## src/rtl/addsub_pkg.sv

```systemverilog
// Shared definitions for the bit-serial add/subtract controller:
// FSM state encoding and operation-select encodings.
package addsub_pkg;

  typedef enum logic [1:0] {
    ST_IDLE = 2'd0,
    ST_RUN  = 2'd1,
    ST_FIN  = 2'd2
  } state_t;

  localparam logic SEL_ADD = 1'b1;
  localparam logic SEL_SUB = 1'b0;

endpackage : addsub_pkg

```

## src/rtl/addsub_bit.sv

```systemverilog
// One-bit full adder / full subtractor cell; CIN and COUT carry a
// carry when adding and a borrow when subtracting.
module addsub_bit
  import addsub_pkg::*;
(
  input  logic A,
  input  logic B,
  input  logic CIN,
  input  logic SEL,
  output logic S,
  output logic COUT
);

  // Sum/difference bit is the same XOR for both operations; only the carry differs.
  always_comb begin
    S    = A ^ B ^ CIN;
    COUT = 1'b0;
    case (SEL)
      SEL_ADD: COUT = (A & B) | (CIN & (A ^ B));
      SEL_SUB: COUT = (~A & B) | (CIN & ~(A ^ B));
      default: COUT = 1'b0;
    endcase
  end

endmodule : addsub_bit

```

## src/rtl/serial_addsub_ctrl.sv

```systemverilog
// Bit-serial unsigned adder/subtractor: one bit per clock, LSB first,
// fixed latency of WIDTH cycles from START to the DONE pulse.
module serial_addsub_ctrl
  import addsub_pkg::*;
#(
  parameter int WIDTH = 8
) (
  input  logic             CLK,
  input  logic             RST_N,
  input  logic             START,
  input  logic             SEL,
  input  logic [WIDTH-1:0] A,
  input  logic [WIDTH-1:0] B,
  output logic             BUSY,
  output logic             DONE,
  output logic [WIDTH-1:0] RESULT,
  output logic             CARRY
);

  localparam int CW = $clog2(WIDTH + 1);
  localparam logic [CW-1:0] LAST_CNT = CW'(WIDTH - 1);

  state_t           state_r, state_next_s;
  logic [CW-1:0]    cnt_r;
  logic [WIDTH-1:0] a_r, b_r, sum_r, sum_next_s, result_r;
  logic             sel_r, cy_r, carry_r, busy_r, done_r;
  logic             load_s, step_s, last_s, s_s, cout_s;

  addsub_bit u_cell (
    .A    (a_r[0]),
    .B    (b_r[0]),
    .CIN  (cy_r),
    .SEL  (sel_r),
    .S    (s_s),
    .COUT (cout_s)
  );

  // New bits enter at the MSB so the register holds the result LSB-aligned after WIDTH shifts.
  generate
    if (WIDTH == 1) begin : g_w1
      assign sum_next_s = s_s;
    end else begin : g_wn
      assign sum_next_s = {s_s, sum_r[WIDTH-1:1]};
    end
  endgenerate

  // Next-state and datapath control decode.
  always_comb begin
    state_next_s = state_r;
    load_s       = 1'b0;
    step_s       = 1'b0;
    last_s       = 1'b0;
    case (state_r)
      ST_IDLE, ST_FIN: begin
        if (START) begin
          load_s       = 1'b1;
          state_next_s = ST_RUN;
        end else begin
          state_next_s = ST_IDLE;
        end
      end
      ST_RUN: begin
        step_s = 1'b1;
        if (cnt_r == LAST_CNT) begin
          last_s       = 1'b1;
          state_next_s = ST_FIN;
        end else begin
          state_next_s = ST_RUN;
        end
      end
      default: state_next_s = ST_IDLE;
    endcase
  end

  // State, operand shift registers, counter and registered outputs.
  always_ff @(posedge CLK or negedge RST_N) begin
    if (!RST_N) begin
      state_r  <= ST_IDLE;
      cnt_r    <= '0;
      a_r      <= '0;
      b_r      <= '0;
      sum_r    <= '0;
      sel_r    <= 1'b0;
      cy_r     <= 1'b0;
      result_r <= '0;
      carry_r  <= 1'b0;
      busy_r   <= 1'b0;
      done_r   <= 1'b0;
    end else begin
      state_r <= state_next_s;
      busy_r  <= (state_next_s == ST_RUN);
      done_r  <= (state_next_s == ST_FIN);
      if (load_s) begin
        a_r   <= A;
        b_r   <= B;
        sel_r <= SEL;
        cnt_r <= '0;
        cy_r  <= 1'b0;
        sum_r <= '0;
      end else if (step_s) begin
        a_r   <= a_r >> 1;
        b_r   <= b_r >> 1;
        cnt_r <= cnt_r + CW'(1);
        cy_r  <= cout_s;
        sum_r <= sum_next_s;
      end else begin
        a_r <= a_r;
      end
      if (last_s) begin
        result_r <= sum_next_s;
        carry_r  <= cout_s;
      end else begin
        result_r <= result_r;
      end
    end
  end

  assign BUSY   = busy_r;
  assign DONE   = done_r;
  assign RESULT = result_r;
  assign CARRY  = carry_r;

endmodule : serial_addsub_ctrl

```

## config.mk

```make
export PLATFORM = sky130hd
export DESIGN_NAME = serial_addsub_ctrl
export DESIGN_NICKNAME = d
export VERILOG_FILES = /design/src/rtl/addsub_pkg.sv /design/src/rtl/addsub_bit.sv /design/src/rtl/serial_addsub_ctrl.sv
export SDC_FILE = /design/constraint.sdc
export NUM_CORES = 1
export LEC_CHECK = 0
export ABC_CLOCK_PERIOD_IN_PS = 1700
export BUFFER_PORTS_ARGS = -buffer_cell sky130_fd_sc_hd__buf_4
export CAP_MARGIN = 30
export CORE_MARGIN = 8
export CORE_UTILIZATION = 50
export CTS_CLUSTER_DIAMETER = 30
export DETAILED_ROUTE_END_ITERATION = 7
export GPL_ROUTABILITY_DRIVEN = 0
export HOLD_SLACK_MARGIN = 0.1
export PLACE_DENSITY = 0.7
export SLEW_MARGIN = 10
export SYNTH_ARGS = -nofsm -noshare
export SYNTH_HDL_FRONTEND = slang
export SYNTH_HIERARCHICAL = 1
export SYNTH_SLANG_ARGS = --single-unit
```

## constraint.sdc

```tcl
create_clock -name CLK -period 1.7 [get_ports CLK]
set_input_delay 0 -clock CLK [delete_from_list [all_inputs] [get_ports CLK]]
set_output_delay 0 -clock CLK [all_outputs]
set_load 0.005 [all_outputs]
```

-- After elaboration in Yosys (flattened, before gate mapping)
Cells that the tools add are included.
- bits in registers: 43
- input port bits: 20
- output and inout port bits: 11
- word-level logic and storage cells: 50
- add/subtract/negate cells: 1
- equal/unequal tests: 5
- multiplexer cells: 19
- bitwise gates (word level): 11
- reductions and logical operators: 3
- operators by type and width (cell ; count):
    two-way mux 8 bit ; 6
    two-way mux 1 bit ; 8
    two-way mux 4 bit ; 2
    adder 4 x 1 -> 4 bit, second input constant ; 1
    bitwise AND 1 bit ; 4
    equality test 2 x 1 -> 1 bit, second input constant ; 2
    equality test 2 bit, second input constant ; 2
    equality test 4 x 3 -> 1 bit, second input constant ; 1
    case mux 2 bit (2 select lines) ; 1
    NOT 1 bit ; 3
    logical NOT 2 bit ; 1
    two-way mux 2 bit ; 1
    bitwise OR 1 bit ; 2
    case mux 1 bit (2 select lines) ; 1
    nonzero test 2 bit ; 1
    OR reduction 2 bit ; 1
    bitwise XOR 1 bit ; 2

-- Depth between registers and ports, before layout
- depth after elaboration: 7
- mapped depth: 5
- mapped depth without buffers: 4

-- By module
Netlist, hierarchy kept.
- modules (own cells, without submodules) (module ; times used ; cells each ; area each (µm²) ; sequential area each (µm²)):
    serial_addsub_ctrl ; 1 ; 148 ; 1684.1 ; 1051.0
    addsub_bit ; 1 ; 6 ; 56.3 ; 0.0

-- Worst setup path before layout
No wires, ideal clock.
- path kind: register to register
- start point: reg state_r[1]
- end point: reg carry_r (netlist: CARRY)
- setup time: 125 ps
- data arrival time: 1328 ps
- data required time: 1575 ps
- slack: 247 ps
- cell stages (with the launch flop): 5
- path buffers: 1
- period minus slack after synthesis: 1453 ps
- cells stage by stage: dfrtp_1 -> nand2b_1 -> buf_6 -> nor3_4 -> mux2_2
- longest elaborated chain between the ends: 2
- RTL lines (what ; RTL line ; source):
    start: declaration ; serial_addsub_ctrl.sv:23 ; state_t state_r, state_next_s;
    start signal: assignment ; serial_addsub_ctrl.sv:90 ; state_r <= state_next_s;
    equality test 2 x 1 -> 1 bit ; serial_addsub_ctrl.sv:53 ; case (state_r)
    two-way mux 1 bit ; serial_addsub_ctrl.sv:53 ;
    end signal: assignment ; serial_addsub_ctrl.sv:111 ; carry_r <= cout_s;
    end: declaration ; serial_addsub_ctrl.sv:26 ; logic sel_r, cy_r, carry_r, busy_r, done_r;
No other way between the ends.
A chain may end at the register's enable or synchronous reset.

-- Worst setup path in the final report
- start point: reg cnt_r[0]
- end point: reg result_r[4] (netlist: RESULT[4])
- longest elaborated chain between the ends: 3
- RTL lines (what ; RTL line ; source):
    start: declaration ; serial_addsub_ctrl.sv:24 ; logic [CW-1:0] cnt_r;
    start signal: assignment ; serial_addsub_ctrl.sv:103 ; cnt_r <= cnt_r + CW'(1);
    equality test 4 x 3 -> 1 bit ; serial_addsub_ctrl.sv:64 ; if (cnt_r == LAST_CNT) begin
    two-way mux 1 bit ; serial_addsub_ctrl.sv:64 ;
    two-way mux 1 bit ; serial_addsub_ctrl.sv:53 ;
    end signal: assignment ; serial_addsub_ctrl.sv:110 ; result_r <= sum_next_s;
    end signal: assignment ; serial_addsub_ctrl.sv:113 ; result_r <= result_r;
    end: declaration ; serial_addsub_ctrl.sv:25 ; logic [WIDTH-1:0] a_r, b_r, sum_r, sum_next_s, result_r;
No other way between the ends.

==> results_dict.tcl <==
set metrics [dict create \
    p_total_mw 3.91 \
    cts_buffers 5 \
    cp-end-kind "flop" \
    wl_met3_um 234 \
    synth_xor_xnor_area_share 0 \
    clk_path_buf_depth 2 \
    syn_inst 154 \
    pwr_density_cell_nw_per_um2 1710 \
    syn-num-nets 177 \
    route.detailed.drc 0 \
    vias 1280 \
    grt_first_pass_wirelength_um 6140 \
    grt_setup_unrepaired "no" \
    die_width_um 75 \
    hold_ws_ns 0.122 \
    finalHoldViolCount 0 \
    synth-simple-area-share 0.143 \
    yosysSeqAreaShare 0.604 \
    clock-root-buffer "clkbuf_4" \
    outcome "finished clean" \
    cp_max_fo 10 \
    grt_overflow_total 0 \
    grt.total_usage 0.147 \
    start_kind "flop" \
    hpwl_um 2350 \
    via_per_inst 5.08 \
    dp_slack_ns 0.0532 \
    final_area_um2 2280 \
    syn_avg_cell_area_um2 11.3 \
    clkSlewWorstSetupHoldPaths_ns 0.12 \
    critPathLaunch "cnt_r[0]$_DFFE_PN0P_" \
    regToRegEndpoint "RESULT[4]$_DFFE_PN0P_" \
    critPathArrivalTime_ns 1.84 \
    diodes 0 \
    synth-compound-area-share 0.116 \
    routed_wl_um 3660 \
    num_rows 21 \
    required_ns 1.95 \
    ant_nets 0 \
    rr_worst_depth 5 \
    met2_length_um 1740 \
    clk_latency_ns 0.35 \
    synth_top_family_by_area "simple AND/OR/NAND/NOR gates" \
    leakagePower_nw 1.09 \
    antenna_found_initial 0 \
    area_growth_pct 31.3 \
    grt_max_degree 43 \
    critical_path.endpoint "RESULT[4]$_DFFE_PN0P_" \
    drtIter0Drc 81 \
    fp.dieH_um 75 \
    clock-sinks 42 \
    setup_viol 0 \
    worstReg2RegStart "cnt_r[0]$_DFFE_PN0P_" \
    hp-class "primary input to flop" \
    setup_tns_ns 0 \
    ys_ff_latch 42 \
    grt_pass1_vias 1308 \
    first_pass_iters 4 \
    ir_drop_mv 0.891 \
    yosysWarnings 6 \
    max_cap_violations 0 \
    top_layer "met4" \
    slew_headroom 0.467 \
    dpl-instance-area_um2 2010 \
    path_class "flop to flop" \
    synthAdderAreaFrac 0.0302 \
    htree_levels 2 \
    synth_mux_area_frac 0.0762 \
    portBuffers 30 \
    drive_above_1_share 0.262 \
    skew_ns 0.00571 \
    fin_util 0.685 \
    wl_met1_um 1630 \
    place_inst 225 \
    fin_ws_ns 0.107 \
    final_cell_count_no_fill 252 \
    synth_cell_types 23 \
    drv_slew 0 \
    r2r_slack_ns 0.11 \
    period_minus_slack_ns 1.59 \
    syn_area_um2 1740 \
    wire_per_inst_um 14.5 \
    period_share 0.937 \
    coreArea_um2 3340 \
    timing.fmax_ghz 0.628 \
    worst_slew_pin_slew_ns 0.797 \
    cts_tree "yes" \
    die_area_um2 5630 \
    initial_core_util 0.522 \
    finalNetCount 228 \
    ios 31 \
]
## synth_stat cells
master	n	area (um^2)
nand3_1	3	15.0
o21ai_0	2	10.0
nor3_4	1	16.3
inv_1	2	7.51
o21ai_1	1	5.00
fa_1	2	40.0
mux2i_1	2	20.0
a22o_1	11	96.3
nand4_1	1	6.26
nor3_1	1	5.00
nor2_1	13	48.8
buf_2	4	20.0
ha_1	1	12.5
nand2_1	35	131
a22oi_1	2	15.0
clkbuf_1	4	15.0
nand2b_1	2	12.5
buf_6	1	11.3
a31oi_1	12	75.1
dfrtp_1	42	1050
and2b_1	1	7.51
nor2b_1	1	6.26
mux2_2	10	113
## registers in the layout, indices dropped and copies added, names as in the netlist
name and cells:
b_r 8, BUSY 1, cnt_r 4, a_r 8
CARRY 1, sel_r 1, DONE 1, state_r 2
sum_r 7, cy_r 1, RESULT 8
## repair_timing
action,in CTS,in global routing
gates resized for setup,0,0
hold buffers,18,0
endpoints found under the hold margin,59,0
setup buffers,0,1
setup endpoints to repair,0,9
## placed cells by master (no fill, tap or decap)
| cell | Yosys | final |
|---|---|---|
| inv_1 | 2 | 2 |
| clkinv_2 | 0 | 2 |
| nand4_1 | 1 | 1 |
| mux2_2 | 10 | 10 |
| nand2_1 | 35 | 35 |
| o21ai_1 | 1 | 1 |
| a22o_1 | 11 | 11 |
| o21ai_0 | 2 | 2 |
| nor2_1 | 13 | 13 |
| dfrtp_1 | 42 | 42 |
| nand2b_1 | 2 | 2 |
| nor3_1 | 1 | 1 |
| nor3_4 | 1 | 1 |
| a31oi_1 | 12 | 12 |
| buf_12 | 0 | 1 |
| a22oi_1 | 2 | 2 |
| clkbuf_4 | 0 | 5 |
| dlygate4sd3_1 | 0 | 18 |
| buf_4 | 0 | 34 |
| fa_1 | 2 | 2 |
| nand3_1 | 3 | 3 |
| nor2b_1 | 1 | 1 |
| and2b_1 | 1 | 1 |
| bufinv_16 | 0 | 1 |
| mux2i_1 | 2 | 2 |
| ha_1 | 1 | 1 |
## power breakdown
| group | internal [mW] | switching (mW) |
|---|---|---|
| sequential | 1.46 | 0.296 |
| combinational | 0.775 | 0.749 |
| clock | 0.305 | 0.324 |
## critical path, stage by stage, from the launching register on
cell and delay (ns):
dfrtp_1 0.41, ha_1 0.21, nand2_1 0.15, nor3_4 0.22, buf_12 0.16, mux2_2 0.33
## cell type report
class	count	area (um^2)
Clock buffer	5	37.5
Clock inverter	3	40.0
Fill cell	260	1050
Inverter	2	7.51
Multi-Input combinational cell	101	636
Sequential cell	42	1050
Tap cell	46	57.6
Timing Repair Buffer	53	455
## how the worst min path moves through the flow
stage                            to  depth (start not counted)  startpoint  slack, ns
6_report       state_r[0]$_DFF_PN0_                          4       START       0.12
5_1_grt              BUSY$_DFF_PN0_                          4       START       0.14
4_1_cts        state_r[0]$_DFF_PN0_                          4       START       0.11
3_5_place_dp     b_r[2]$_DFFE_PN0P_                          1       RST_N       0.02
3_3_place_gp     b_r[2]$_DFFE_PN0P_                          1       RST_N      0.007
2_1_floorplan        BUSY$_DFF_PN0_                          0       RST_N      -0.30
## kinds of logic after synthesis
kind of cell | after synthesis
compound gates | 28
fa+ha+maj | 3
buf+inv | 11
flops | 42
mux | 12
simple gates | 58
## layer usage
| layer | track usage | vias up |
|---|---|---|
| met5 | 0 | - |
| met4 | 0.0587 | 0 |
| met3 | 0.0559 | 6 |
| met2 | 0.225 | 23 |
| met1 | 0.182 | 623 |
| li1 | - | 628 |
Power figures use the tool's default switching activity.
